===== config.mk =====
export PLATFORM = sky130hd
export DESIGN_NAME = ff_pipe
export DESIGN_NICKNAME = d
export VERILOG_FILES = /design/src/rtl/ff_pipe_pkg.sv /design/src/rtl/ff_stage.sv /design/src/rtl/ff_pipe.sv
export SDC_FILE = /design/constraint.sdc
export NUM_CORES = 1
export LEC_CHECK = 0
export CORE_UTILIZATION = 45
export CTS_CLUSTER_SIZE = 20
export DETAILED_ROUTE_END_ITERATION = 8
export PLACE_DENSITY_LB_ADDON = 0.1
export SLEW_MARGIN = 30
export SYNTH_ARGS = -nofsm -noshare
export SYNTH_HDL_FRONTEND = slang
export SYNTH_SLANG_ARGS = --single-unit

===== constraint.sdc =====
create_clock -name clk -period 2.95 [get_ports clk]
set_input_delay 0.59 -clock clk [delete_from_list [all_inputs] [get_ports clk]]
set_output_delay 0.59 -clock clk [all_outputs]
set_load 0.05 [all_outputs]

===== src/rtl/ff_pipe_pkg.sv =====
// Shared helpers for ff_pipe: occupancy-count width derived from the pipeline depth.
package ff_pipe_pkg;

  function automatic int cw_of(input int depth);
    return $clog2(depth + 1);
  endfunction

endpackage


===== src/rtl/ff_stage.sv =====
// One valid-tagged WIDTH-bit register stage; loads when told, flush clears only the valid bit.
module ff_stage
  import ff_pipe_pkg::*;
#(
  parameter int WIDTH = 8
) (
  input  logic             clk,
  input  logic             rst,
  input  logic             load,
  input  logic             flush,
  input  logic             in_vld,
  input  logic [WIDTH-1:0] in_data,
  output logic             out_vld,
  output logic [WIDTH-1:0] out_data
);

  always_ff @(posedge clk or posedge rst) begin
    if (rst) begin
      out_vld  <= 1'b0;
      out_data <= '0;
    end else if (flush) begin
      out_vld <= 1'b0;
    end else if (load) begin
      out_vld <= in_vld;
      // Empty slots keep their old payload to avoid needless toggling.
      if (in_vld) out_data <= in_data;
    end
  end

endmodule


===== src/rtl/ff_pipe.sv =====
// DEPTH-stage stallable delay line, DEPTH cycles latency, valid/ready at both ends.
// Default: lockstep global stall; FF_PIPE_COLLAPSE_EN: per-stage moves that squeeze out bubbles.
module ff_pipe
  import ff_pipe_pkg::*;
#(
  parameter int WIDTH = 8,
  parameter int DEPTH = 4,
  parameter int CW    = cw_of(DEPTH)
) (
  input  logic             clk,
  input  logic             rst,
  input  logic             clk_en,
  input  logic             flush,
  input  logic             in_valid,
  input  logic [WIDTH-1:0] in_data,
  output logic             in_ready,
  output logic             out_valid,
  output logic [WIDTH-1:0] out_data,
  input  logic             out_ready,
  output logic [CW-1:0]    count
);

  typedef struct packed {
    logic             vld;
    logic [WIDTH-1:0] dat;
  } stage_t;

  stage_t           src [DEPTH];
  logic [DEPTH-1:0] vld;
  logic [WIDTH-1:0] dat [DEPTH];
  logic [DEPTH-1:0] load;
  logic [DEPTH-1:0] vld_nxt;
  logic [CW-1:0]    count_nxt;
  logic             en;

  assign en = clk_en & ~flush;

`ifdef FF_PIPE_COLLAPSE_EN
  // A stage may move if it or any stage downstream of it is empty, or the sink takes a word.
  always_comb begin
    logic all_vld;
    all_vld = 1'b1;
    load    = '0;
    for (int i = DEPTH - 1; i >= 0; i--) begin
      all_vld = all_vld & vld[i];
      load[i] = en & (out_ready | ~all_vld);
    end
  end
`else
  logic adv;
  assign adv  = en & (out_ready | ~vld[DEPTH-1]);
  assign load = {DEPTH{adv}};
`endif

  assign in_ready = load[0];

  always_comb begin
    src[0].vld = in_valid;
    src[0].dat = in_data;
    for (int i = 1; i < DEPTH; i++) begin
      src[i].vld = vld[i-1];
      src[i].dat = dat[i-1];
    end
  end

  for (genvar i = 0; i < DEPTH; i++) begin : g_stage
    ff_stage #(.WIDTH(WIDTH)) u_stage (
      .clk      (clk),
      .rst      (rst),
      .load     (load[i]),
      .flush    (flush),
      .in_vld   (src[i].vld),
      .in_data  (src[i].dat),
      .out_vld  (vld[i]),
      .out_data (dat[i])
    );
  end

  // Count tracks the valid vector the stages are about to hold.
  always_comb begin
    vld_nxt   = '0;
    count_nxt = '0;
    for (int i = 0; i < DEPTH; i++) begin
      vld_nxt[i] = flush ? 1'b0 : (load[i] ? src[i].vld : vld[i]);
      count_nxt  = count_nxt + CW'(vld_nxt[i]);
    end
  end

  always_ff @(posedge clk or posedge rst) begin
    if (rst) count <= '0;
    else     count <= count_nxt;
  end

  assign out_valid = vld[DEPTH-1];
  assign out_data  = dat[DEPTH-1];

endmodule


==> results by stage, run 1 <==
Run status:
- The flow ran to the end, and the final reports show no timing, DRC or antenna violations.

Global routing:
- The remaining global-route overflow is 0.
- The maximum number of pins on one net before global-route repair is 40.
- The number of antenna violations at the first check in global routing is 0.
- The via count of the first global-routing pass is between 900 and 1000.
- The first-pass GRT wire length is 4.65 mm.
- Global routing used 16.1% of the available tracks across all layers.

Critical path:
- STA classifies the critical path startpoint as an input port.
- In this run the critical register-to-register path is launched from g_stage[3].u_stage.out_vld$_DFF_PP0_.
- Data arrives at the worst endpoint at 2.82 ns.
- The maximum fanout count along the critical path is 9.
- The worst register-to-register path has a depth of 6.
- The end of the worst register-to-register path is count[1]$_DFF_PP0_.
- Data on the critical path is required at its endpoint by 3.12 ns.
- The type of the setup path with the least slack is input port to flip-flop.
- The internal reg-to-reg setup slack is about 0.66 ns.
- The sort of element at the end of the critical path is a flip-flop.

Timing:
- Setup violations remaining at the end of the flow were counted as 0.
- Setup repair after global routing left no endpoint under its margin.
- The post-route worst hold slack is 0.512 ns.
- The final hold violation count is 0.
- Counting I/O delays and the setup requirement, the final critical path takes approximately 2.6 ns.
- For this run, the top clock speed supported by timing is about 380 MHz.
- At the pin with the least slew margin, the transition time is about 0.50 ns.
- The post-route setup TNS is 0 ns.
- The worst setup skew after layout is 0.00275 ns.
- The number of slew-limit violations in the final report is 0.
- The worst path uses between 80% and 90% of the clock period.
- The relative slew slack is 66.4%.

Layout:
- The area growth from synthesis to final layout is 21.1%.
- The area occupied by multi-input gates is 628 um2.
- The number of antenna cells inserted is 0.
- The number of cells in the finished layout apart from fillers is 178.
- The final cell utilization of the core is 56.7%.
- In the final layout, the share of cells above drive strength 1 is roughly 38%.
- Leaving out fill and tap cells, the most frequent cell in the layout is sky130_fd_sc_hd__dfrtp_1.
- Summing all non-filler instances in the final layout gives an area of ~2100 um2.
- The count of filler cells inserted in the layout is 300.
- For this run, the post-layout net count is roughly 150.
- The sequential cell area is 976 um2.
- In the layout the commonest cells are 39 x sky130_fd_sc_hd__dfrtp_1, 32 x sky130_fd_sc_hd__mux2_4, 25 x sky130_fd_sc_hd__clkdlybuf4s50_1.

Clock tree:
- In this run, post-CTS hold repair placed 0 buffers.
- The count of H-tree levels built during CTS is 2.
- The clock network latency to the later pin of the worst-skew pair is 0.29 ns.
- Once the clock tree was built, the setup fixing pass inserted 0 buffers.
- The clock edge transition at the registers on the reported setup and hold paths is 0.07 ns.
- The tree built by TritonCTS fans out to 39 sinks.
- The tree is rooted in a sky130_fd_sc_hd__clkbuf_8.
- The deepest clock path buffer count is 2.
- Gates resized during post-CTS repair numbered 0.
- The number of buffers created by CTS is 5.
- TritonCTS built the clock tree.

Power:
- The relative contribution of combinational cells to total power is between 10% and 20%.
- Of the total power, the clock network draws 33.1%.
- The largest vdd supply drop is 0.000290 V.
- The total leakage power is ~1.1 nW.
- In this run the power spent charging and discharging nets is 0.257 mW.
- Internal power comes to 0.923 mW.
- Net switching is 21.8% of the power.
- The power density over the cells is between 500 and 600 nW/um2.
- The part of the power in registers is 53.9%.

Routing:
- The detailed-routing wirelength on met1 is 1.21 mm.
- The total detailed-routing wirelength is 2.63 mm.
- The routed via count divided by cell count is around 4.8.
- The routed design uses around 110 um of met3 wire.
- For this run, the detailed router's first-pass iteration total came to 4.
- The wire length on met2 is 1.24 mm.
- After detailed routing, the number of remaining DRC violations is 0.
- The iteration-0 DRC count of the detailed router is 29.
- For this block, the via count after detailed routing is 860.
- The detail route stage leaves a number of antenna-violating nets equal to 0.
- After detailed routing, the average wire length per cell comes to 14.8 um.
- The detailed router used layers up to and including met4.

Floorplanning:
- The area of the die is 4060 um2.
- The area of the core is between 3000 and 4000 um2.
- The count of pins on the block boundary is 27.
- In this run the horizontal extent of the chip is 63.7 um.
- The overall die height is 63.7 um.
- Row generation in the floorplan step produced 22 rows.
- Once the floorplan was initialized, standard cells occupied 46.8% of the core.

Hold path:
- The worst hold path begins at g_stage[1].u_stage.out_data[6]$_DFFE_PP0P_.
- The type of the worst min-delay path is flip-flop to flip-flop.
- Along the worst hold path, the cell count comes to 1.
- The worst hold path terminates at g_stage[2].u_stage.out_data[6]$_DFFE_PP0P_.

Run:
- The number of maximum-capacitance violations is 0.

Place:
- The number of port buffers is 26.
- After detailed placement, the design holds a cell count of 170.
- After detailed placement, the total cell area comes to just under 2000 um2.
- The post-detailed-placement half-perimeter wirelength is 1.76 mm.
- At the end of routability-driven placement, the weighted congestion stood at 0.848.

Logic synthesis:
- The mean area per synthesized cell is ~17 um2.
- The number of instances in the synthesized netlist is 102.
- The number of nets handed over by synthesis was 119.
- After synthesis the cells add up to around 1700 um2.
- The Yosys warning count is 0.
- The count of distinct cell types in the synthesized netlist is 13.
- The post-synthesis register bit count is 39.
- After synthesis, flip-flops and latches occupy 57.0% of the total area.
worst max-delay path, stage by stage:
cell,delay (ns)
sky130_fd_sc_hd__clkdlybuf4s50_1,0.45
sky130_fd_sc_hd__and2b_4,0.20
sky130_fd_sc_hd__or3b_1,0.40
sky130_fd_sc_hd__a21oi_1,0.24
sky130_fd_sc_hd__fa_1,0.47
sky130_fd_sc_hd__ha_1,0.19
sky130_fd_sc_hd__ha_1,0.27
sequential cells by signal, indices dropped and copies added (netlist names):
register,cells
g_stage.u_stage.out_data,32
g_stage.u_stage.out_vld,4
count,3
logic make-up after synthesis:
| kind of cell | synth area share, % |
|---|---|
| AOI/OAI and AO/OA | 2.34 |
| adders and majority gates | 2.63 |
| buffers and inverters | 6.35 |
| DFF | 57.0 |
| and+or+nand+nor | 3.65 |
| muxes | 28.0 |
per-layer routing:
layer  track usage, %  vias to the layer above
met5                0                        -
met4             10.2                        0
met3             5.80                        5
met2             23.7                       20
met1             20.0                      439
li1                 -                      396
power by group through the flow:
stage | registers (mW) | logic, mW | clock network (mW)
after floorplan | 0.639 | 0.118 | 0
after global placement | 0.644 | 0.152 | 0
after detailed placement | 0.646 | 0.155 | 0
after CTS | 0.636 | 0.156 | 0.409
after global routing | 0.644 | 0.166 | 0.434
final | 0.636 | 0.153 | 0.391
layout make-up:
type	count	area share (%)
repair buffers	32	14.6
well taps	48	2.90
flip-flops and latches	39	47.0
inverters	1	0.181
clock inverters	1	0.362
clock buffers	7	4.64
multi-input cells	50	30.3
stage by stage:
stage               power [mW]  worst slack, ns
floorplan                0.757            0.386
global placement         0.796           0.0628
detailed placement       0.801          0.00114
CTS                       1.20            0.326
global route              1.24            0.225
finish                    1.18            0.302
worst max path at each step:
stage | startpoint | to | cells past startpoint
5_1_grt | out_ready | count[1]$_DFF_PP0_ | 7
4_1_cts | out_ready | count[1]$_DFF_PP0_ | 7
6_report | out_ready | count[1]$_DFF_PP0_ | 7
3_3_place_gp | out_ready | count[1]$_DFF_PP0_ | 7
2_1_floorplan | g_stage[3].u_stage.out_vld$_DFF_PP0_ | count[1]$_DFF_PP0_ | 7
3_5_place_dp | out_ready | count[1]$_DFF_PP0_ | 7
cell usage after synthesis:
cell type                  instances  area share [%]
sky130_fd_sc_hd__a21oi_1           4             1.2
sky130_fd_sc_hd__dfrtp_1          39              57
sky130_fd_sc_hd__fa_1              1             1.2
sky130_fd_sc_hd__nand2b_4          1            0.80
sky130_fd_sc_hd__o21ai_0           4             1.2
sky130_fd_sc_hd__ha_1              2             1.5
sky130_fd_sc_hd__mux2_4           32              28
sky130_fd_sc_hd__inv_1             1            0.22
sky130_fd_sc_hd__buf_6             4             2.6
sky130_fd_sc_hd__buf_4             8             3.5
sky130_fd_sc_hd__and2b_4           1            0.58
sky130_fd_sc_hd__nor2_1            1            0.22
sky130_fd_sc_hd__or3b_1            4             2.0
Note: power is estimated with default switching activity, not from simulation.
==> run 2, diff against run 1 <==
Settings changed: CAP_MARGIN from default to 15, CORE_UTILIZATION 45 to 35.
==> run 2 against run 1 <==
Compared with the run above: core utilization fell by 13 points; setup slack better by 0.0094 ns; combinational power hardly changed; cell count rose by 11%; clock power shrank 14%; critical path depth unchanged; wire length down 0.15%; sequential share of layout area barely moved; clock skew increased by 0.0034 ns; critical path type unchanged.
==> results by stage, run 2 (same netlist as run 1, synthesis figures left out) <==
Run:
- Across the run, the number of max-cap violations was 0.

Timing:
- The final hold violation count is 0.
- The number of setup violations in the final report is 0.
- In this run the tightest slew margin relative to its limit is 66.6%.
- The worst-margin pin slew is 0.500 ns.
- The number of slew-limit violations in the final report is 0.
- The post-route worst hold slack is 0.509 ns.
- Setup total negative slack on the finished layout was measured at 0 ns.
- The period utilization is 89.4%.
- The worst-case setup margin in the final layout is 0.311 ns.
- On the final layout, the worst clock skew is 0.00613 ns.
- Counting I/O delays and the setup requirement, the final critical path takes 2.64 ns.
- Setup repair after global routing left no endpoint under its margin.
- The timing-limited maximum frequency is 379 MHz.

Routing:
- The number of remaining DRC errors is 0.
- The detailed-routing wirelength on met1 is between 1 and 1.5 mm.
- For this block, the via count after detailed routing is 849.
- After detailed routing, the number of vias per cell comes to 4.31.
- The first TritonRoute pass finished after 3 iterations.
- The wire length on met2 is between 1 and 1.5 mm.
- After detailed routing, the average wire length per cell comes to 13.3 um.
- The total detailed-routing wirelength is 2.63 mm.
- The detailed router finished its first iteration with 28 violations.
- In this run the remaining antenna-violating nets after routing total 0.
- The top layer used by detailed routing is met4.
- The routed wire length on met3 is about 110 um.

Layout:
- The largest registers in the layout are g_stage.u_stage.out_data x32, g_stage.u_stage.out_vld x4, count x3.
- 0 antenna diodes ended up in the layout.
- The register with the most flip-flops in the layout has 32 of them.
- Of the cells placed in the final design, the portion with a size suffix greater than 1 is 36.2%.
- The library cell used most frequently in the layout, excluding fill and tap cells, is sky130_fd_sc_hd__dfrtp_1.
- The count of filler cells inserted in the layout is 441.
- The total number of nets in the final design is 146.
- Leaving out fill and tap cells, the most frequent cells in the layout are 39 x sky130_fd_sc_hd__dfrtp_1, 32 x sky130_fd_sc_hd__mux2_4, 25 x sky130_fd_sc_hd__clkdlybuf4s50_1.
- Relative to the synthesized area, the layout overhead comes to 21.2%.
- g_stage.u_stage.out_data holds more flip-flops than any other register.
- The area occupied by multi-input gates is approximately 630 um2.
- Registers take 976 um2.

Clock tree:
- The clock edge transition at the registers on the reported setup and hold paths is 0.07 ns.
- The root buffer cell chosen for the clock tree is sky130_fd_sc_hd__clkbuf_8.
- The number of buffers created by CTS is 5.
- Gates resized during post-CTS repair numbered 0.
- In this run the deepest clock path goes through 2 buffers.
- The total of hold buffers inserted after clock tree synthesis is 0.
- The post-CTS setup-driven buffer insertion count is 0.
- The later pin in the worst-skew pair is clocked with a latency of 0.28 ns.
- The clock net in this run drives a total of 39 sinks.
- The clock tree from TritonCTS is built.
- The count of H-tree levels built during CTS is 2.

Global routing:
- The number of antenna violations at the first check in global routing is 0.
- The maximum number of pins on one net before global-route repair is 40.
- The remaining global-route overflow is 0.
- The global-route total usage across every layer is between 10% and 20%.
- The first-pass GRT wire length is between 4 and 5 mm.
- The via count of the first global-routing pass is 936.

Floorplanning:
- The horizontal die dimension is 72.0 um.
- The area of the die is about 5200 um2.
- The initial utilization of the core area, before any placement, comes to roughly 36%.
- 27 I/O pins were placed.
- The floorplan has 25 rows.
- The floorplan step defined a core boundary enclosing ~4700 um2.
- The die is 72.0 um tall.

Power:
- VDD sags by at most 0.000272 V.
- The total leakage power is 1.05 nW.
- The power density over the cells is 542 nW/um2.

Critical path:
- The worst path arrival time is between 2 and 3 ns.
- The data required time at the worst endpoint is 3.11 ns.
- The type of the setup path with the least slack is input port to flip-flop.
- The sort of element at the end of the critical path is a flip-flop.
- Of all nets on the critical path, the largest fanout is 9.
- STA classifies the critical path startpoint as an input port.

Run status:
- The flow ran to the end, and the final reports show no timing, DRC or antenna violations.

Place:
- Timing analysis after detailed placement gives a worst setup slack of roughly 0.0042 ns.
- Detailed placement finished with a half-perimeter wire length of approximately 1.8 mm.
- The count of buffers added on input and output ports is 26.
- The routability-driven placement congestion ratio is 0.721.

Hold path:
- The type of the worst min-delay path is flip-flop to flip-flop.
==> run 2: cell types whose count changed in the layout (fill, tap and decap cells not counted), sizes merged <==
cell      change
clkinvlp      -1
clkinv        +1
==> run 2: metrics by stage <==
step                      util (%)  power, mW  area [um2]  cells
after floorplan                  -      0.757        1710    102
after global placement        42.2      0.798        1990    189
after detailed placement      42.2      0.801        1990    189
after CTS                     43.9       1.15        2080    197
after global routing          43.9       1.18        2080    197
final                         43.9       1.12        2080    197
==> run 2: power breakdown <==
group | leakage, nW | internal, mW | switching, mW
logic | 0.493 | 0.110 | 0.0424
registers | 0.516 | 0.601 | 0.0351
clock network | 0.0422 | 0.166 | 0.170
==> run 2: critical path, stage by stage <==
cell	delay, ns
sky130_fd_sc_hd__clkdlybuf4s50_1	0.44
sky130_fd_sc_hd__and2b_4	0.20
sky130_fd_sc_hd__or3b_1	0.40
sky130_fd_sc_hd__a21oi_1	0.24
sky130_fd_sc_hd__fa_1	0.47
sky130_fd_sc_hd__ha_1	0.19
sky130_fd_sc_hd__ha_1	0.26
==> run 2: final timing paths <==
| check | depth (start not counted) | end | slack (ns) | from |
|---|---|---|---|---|
| min in group asynchronous | 3 | g_stage[3].u_stage.out_data[7]$_DFFE_PP0P_ | 0.74 | rst |
| max | 7 | count[1]$_DFF_PP0_ | 0.31 | out_ready |
| max in group asynchronous | 3 | g_stage[3].u_stage.out_vld$_DFF_PP0_ | 1.87 | rst |
| min | 1 | g_stage[3].u_stage.out_data[4]$_DFFE_PP0P_ | 0.51 | g_stage[3].u_stage.out_data[4]$_DFFE_PP0P_ |
| min reg2reg | 1 | g_stage[3].u_stage.out_data[4]$_DFFE_PP0P_ | 0.51 | g_stage[3].u_stage.out_data[4]$_DFFE_PP0P_ |
| max reg2reg | 6 | count[1]$_DFF_PP0_ | 0.66 | g_stage[3].u_stage.out_vld$_DFF_PP0_ |
==> run 2: area by class of cell <==
| cell class | count | area share (%) |
|---|---|---|
| sequential | 39 | 47.0 |
| multi-input combinational | 50 | 30.3 |
| inverter | 1 | 0.181 |
| clock inverter | 1 | 0.241 |
| clock buffer | 7 | 3.68 |
| timing repair buffer | 32 | 14.6 |
| tap | 67 | 4.04 |
==> run 2: routing by layer <==
metal | global-route usage (%) | vias to the layer above
met5 | 0 | -
met4 | 4.58 | 0
met3 | 4.31 | 4
met2 | 19.4 | 21
met1 | 14.5 | 425
li1 | - | 399
==> run 3, diff against run 2 <==
Settings changed: ABC_CLOCK_PERIOD_IN_PS from default to 2950, DONT_BUFFER_PORTS from default to 1.
==> run 3 against run 2 <==
Compared with the run above: design area decreased by 9.6%; sequential power increased by 1%; critical path depth shrank 1; critical path type is now flip-flop to flip-flop; power rose by 15%; wire length down 0.84%; non-clock buffer count down 25; maximum frequency up 16%; first-iteration DRC count rose by 11%.
==> results by stage, run 3 (same netlist as run 1, synthesis figures left out) <==
Clock tree:
- The later pin in the worst-skew pair is clocked with a latency of 0.29 ns.
- The deepest clock path buffer count is 2.
- The buffer cell driving the clock tree root is sky130_fd_sc_hd__clkbuf_8.
- The clock tree from TritonCTS is built.
- The number of gates resized after CTS is 0.
- The number of buffers created by CTS is 5.
- Hold repair after CTS inserted 0 buffers.
- CTS built an H-tree with a depth of 2.
- The number of setup buffers added after CTS is 0.
- Clock-pin slew was measured on the worst setup and hold paths at 0.07 ns.
- The total number of clock tree sinks is 39.

Place:
- The congestion estimate from routability-driven global placement came to 0.791.
- In this run the tool buffered the top-level ports with 0 buffer cells.
- The post-detailed-placement half-perimeter wirelength is 1.77 mm.

Floorplanning:
- The floorplan step set the die width to approximately 72 um.
- The initial utilization of the core area, before any placement, comes to 36.3%.
- The die covers 5180 um2.
- The floorplan step set the die height to 72.0 um.
- The count of pins on the block boundary is 27.
- The number of rows in the core area is 25.
- The core region is ~4700 um2.

Layout:
- More flip-flops sit in one register than any other, and that register is g_stage.u_stage.out_data.
- The top cell types in the final layout, fill and taps aside, are 39 x sky130_fd_sc_hd__dfrtp_1, 32 x sky130_fd_sc_hd__mux2_4, 7 x sky130_fd_sc_hd__buf_4.
- In the final design database the tool counted 121 nets.
- The repair_antennas step left the layout with diodes totalling 0.
- The number of flip-flops in the largest register is 32.
- The largest registers in the layout are g_stage.u_stage.out_data x32, g_stage.u_stage.out_vld x4, count x3.
- The share of layout cells above drive strength 1 is a little under half.
- The most common cell after layout, fill and taps aside is sky130_fd_sc_hd__dfrtp_1.
- The area growth from synthesis to final layout is 9.57%.
- The final cell utilization of the core is 39.7%.

Timing:
- The worst-margin pin slew is approximately 0.55 ns.
- Setup repair after global routing left no endpoint under its margin.
- The number of slew-limit violations in the final report is 0.
- The timing-limited maximum frequency is ~440 MHz.
- The number of setup violations in the final report is 0.
- The final hold violation count is 0.
- The routed design could run at a clock period as short as 2.28 ns.
- For the final database, setup skew stands at roughly 0.0062 ns.
- The post-route setup TNS is 0 ns.
- Headroom to the max-slew limit came out at a little over three fifths.
- The period utilization is between 70% and 80%.

Routing:
- The pre-antenna-repair detailed-routing pass consisted of 2 iterations.
- The routed layout has between 700 and 800 vias.
- The routed design has 2.61 mm of wire.
- Dividing the detail-routed via count by the number of cells gives 4.41.
- The mean routed wirelength per cell is between 15 and 20 um.
- The iteration-0 DRC count of the detailed router is 31.
- The number of remaining DRC errors is 0.
- Once detail routing completed, the nets flagged for antenna violations numbered 0.

Power:
- Sequential cells account for 49.8% of the total power.
- The share of total power in the clock network is 40.4%.
- The largest vdd supply drop is 0.000269 V.
- The switching part of the total is 20.0%.
- Of the total power, combinational logic draws 9.8%.
- Internal power comes to between 1 and 1.5 mW.
- The power density over the cells is 687 nW/um2.
- The total leakage power is approximately 0.98 nW.
- In this run the power spent charging and discharging nets is 0.258 mW.

Critical path:
- Data on the critical path arrives at its endpoint at 2.45 ns.
- Along the worst path, the maximum fanout reaches 9.
- On the critical path the largest part of the delay comes from adder cells.
- Walking the worst path, the cells encountered are and2b_4 > or3b_1 > a21oi_1 > fa_1 > ha_1 > ha_1.
- The type of the setup path with the least slack is flip-flop to flip-flop.
- The largest single stage delay on the critical path is 0.46 ns.
- STA classifies the critical path endpoint as a flip-flop.
- In this run the number of cells on the critical path is 6.
- The data required time at the worst endpoint is between 3 and 4 ns.
- The slowest stage of the critical path is the sky130_fd_sc_hd__fa_1 cell.
- Measured in cells, the most critical reg-to-reg path has a length of 6.
- STA classifies the critical path startpoint as a flip-flop.
- Counting stages on the worst path, the most repeated cell is sky130_fd_sc_hd__ha_1.
- The worst path buffer plus inverter count is 0.

Global routing:
- In the global route stage, overall resource usage came out at 12.3%.
- The number of antenna violations at the first check in global routing is 0.
- The via count of the first global-routing pass is 858.
- The first-pass GRT wire length is between 4 and 5 mm.
- Global routing finished with a remaining overflow of 0.
- The maximum number of pins on one net before global-route repair is 26.

Hold path:
- In this run the worst hold path is classified as input port to async pin.

Run:
- Across the run, the number of max-cap violations was 0.

Run status:
- The run finished with clean final reports.
==> run 3: changes by cell type in the layout (fill, tap and decap cells not counted), sizes merged <==
cell / previous run / this run
bufinv: 0 / 2
clkbuf: 7 / 6
clkdlybuf4s50: 25 / 0
clkinv: 1 / 0
==> run 3: area by class of cell <==
cell class | count | area [um2]
inverters | 1 | 3.75
repair buffers | 7 | 52.6
flip-flops and latches | 39 | 976
fillers | 440 | 2850
clock buffers | 6 | 72.6
well taps | 67 | 83.8
multi-input cells | 50 | 628
clock inverters | 2 | 60.1
==> run 3: final timing paths <==
| path | slack [ns] | endpoint | from |
|---|---|---|---|
| setup reg to reg | 0.67 | count[1]$_DFF_PP0_ | g_stage[3].u_stage.out_vld$_DFF_PP0_ |
| setup / recovery | 0.67 | count[1]$_DFF_PP0_ | g_stage[3].u_stage.out_vld$_DFF_PP0_ |
| hold reg to reg | 0.51 | g_stage[1].u_stage.out_data[1]$_DFFE_PP0P_ | g_stage[0].u_stage.out_data[1]$_DFFE_PP0P_ |
| min in group clk | 0.38 | g_stage[2].u_stage.out_vld$_DFF_PP0_ | flush |
| hold / removal | 0.24 | g_stage[2].u_stage.out_data[7]$_DFFE_PP0P_ | rst |
| max in group asynchronous | 1.99 | g_stage[3].u_stage.out_data[7]$_DFFE_PP0P_ | rst |
==> run 3: per-stage QoR <==
| step | cells | hold slack, ns | instance area [um2] | worst slack, ns | total power [mW] |
|---|---|---|---|---|---|
| 2_1_floorplan | 102 | 0.482 | 1710 | 0.386 | 0.757 |
| 3_3_place_gp | 164 | 0.496 | 1740 | 0.515 | 0.777 |
| 3_5_place_dp | 164 | 0.496 | 1740 | 0.442 | 0.782 |
| 4_1_cts | 172 | 0.259 | 1880 | 0.651 | 1.31 |
| 5_1_grt | 172 | 0.276 | 1880 | 0.576 | 1.35 |
| 6_report | 172 | 0.235 | 1880 | 0.672 | 1.29 |
==> run 3: power groups by stage <==
stage                     sequential, mW  combinational [mW]  clock (mW)
after floorplan                    0.639               0.118           0
after CTS                          0.643               0.128       0.542
final                              0.643               0.126       0.520
after global routing               0.650               0.137       0.564
after global placement             0.651               0.126           0
after detailed placement           0.654               0.128           0
==> run 3: worst register-to-register path: cells and delay by family (launching register included) <==
family	cells	cell delay, ns
AOI/OAI and AO/OA	1	0.25
adders and majority gates	3	0.94
DFF	1	0.39
and+or+nand+nor	2	0.59
==> run 3: metal layers <==
| layer | vias up | part of all wire (%) | track usage, % |
|---|---|---|---|
| li1 | 350 | - | - |
| met2 | 20 | 45 | 17.9 |
| met3 | 7 | 6.9 | 6.53 |
| met4 | 0 | 2.0 | 6.75 |
| met5 | - | 0 | 0 |
| met1 | 382 | 46 | 14.7 |
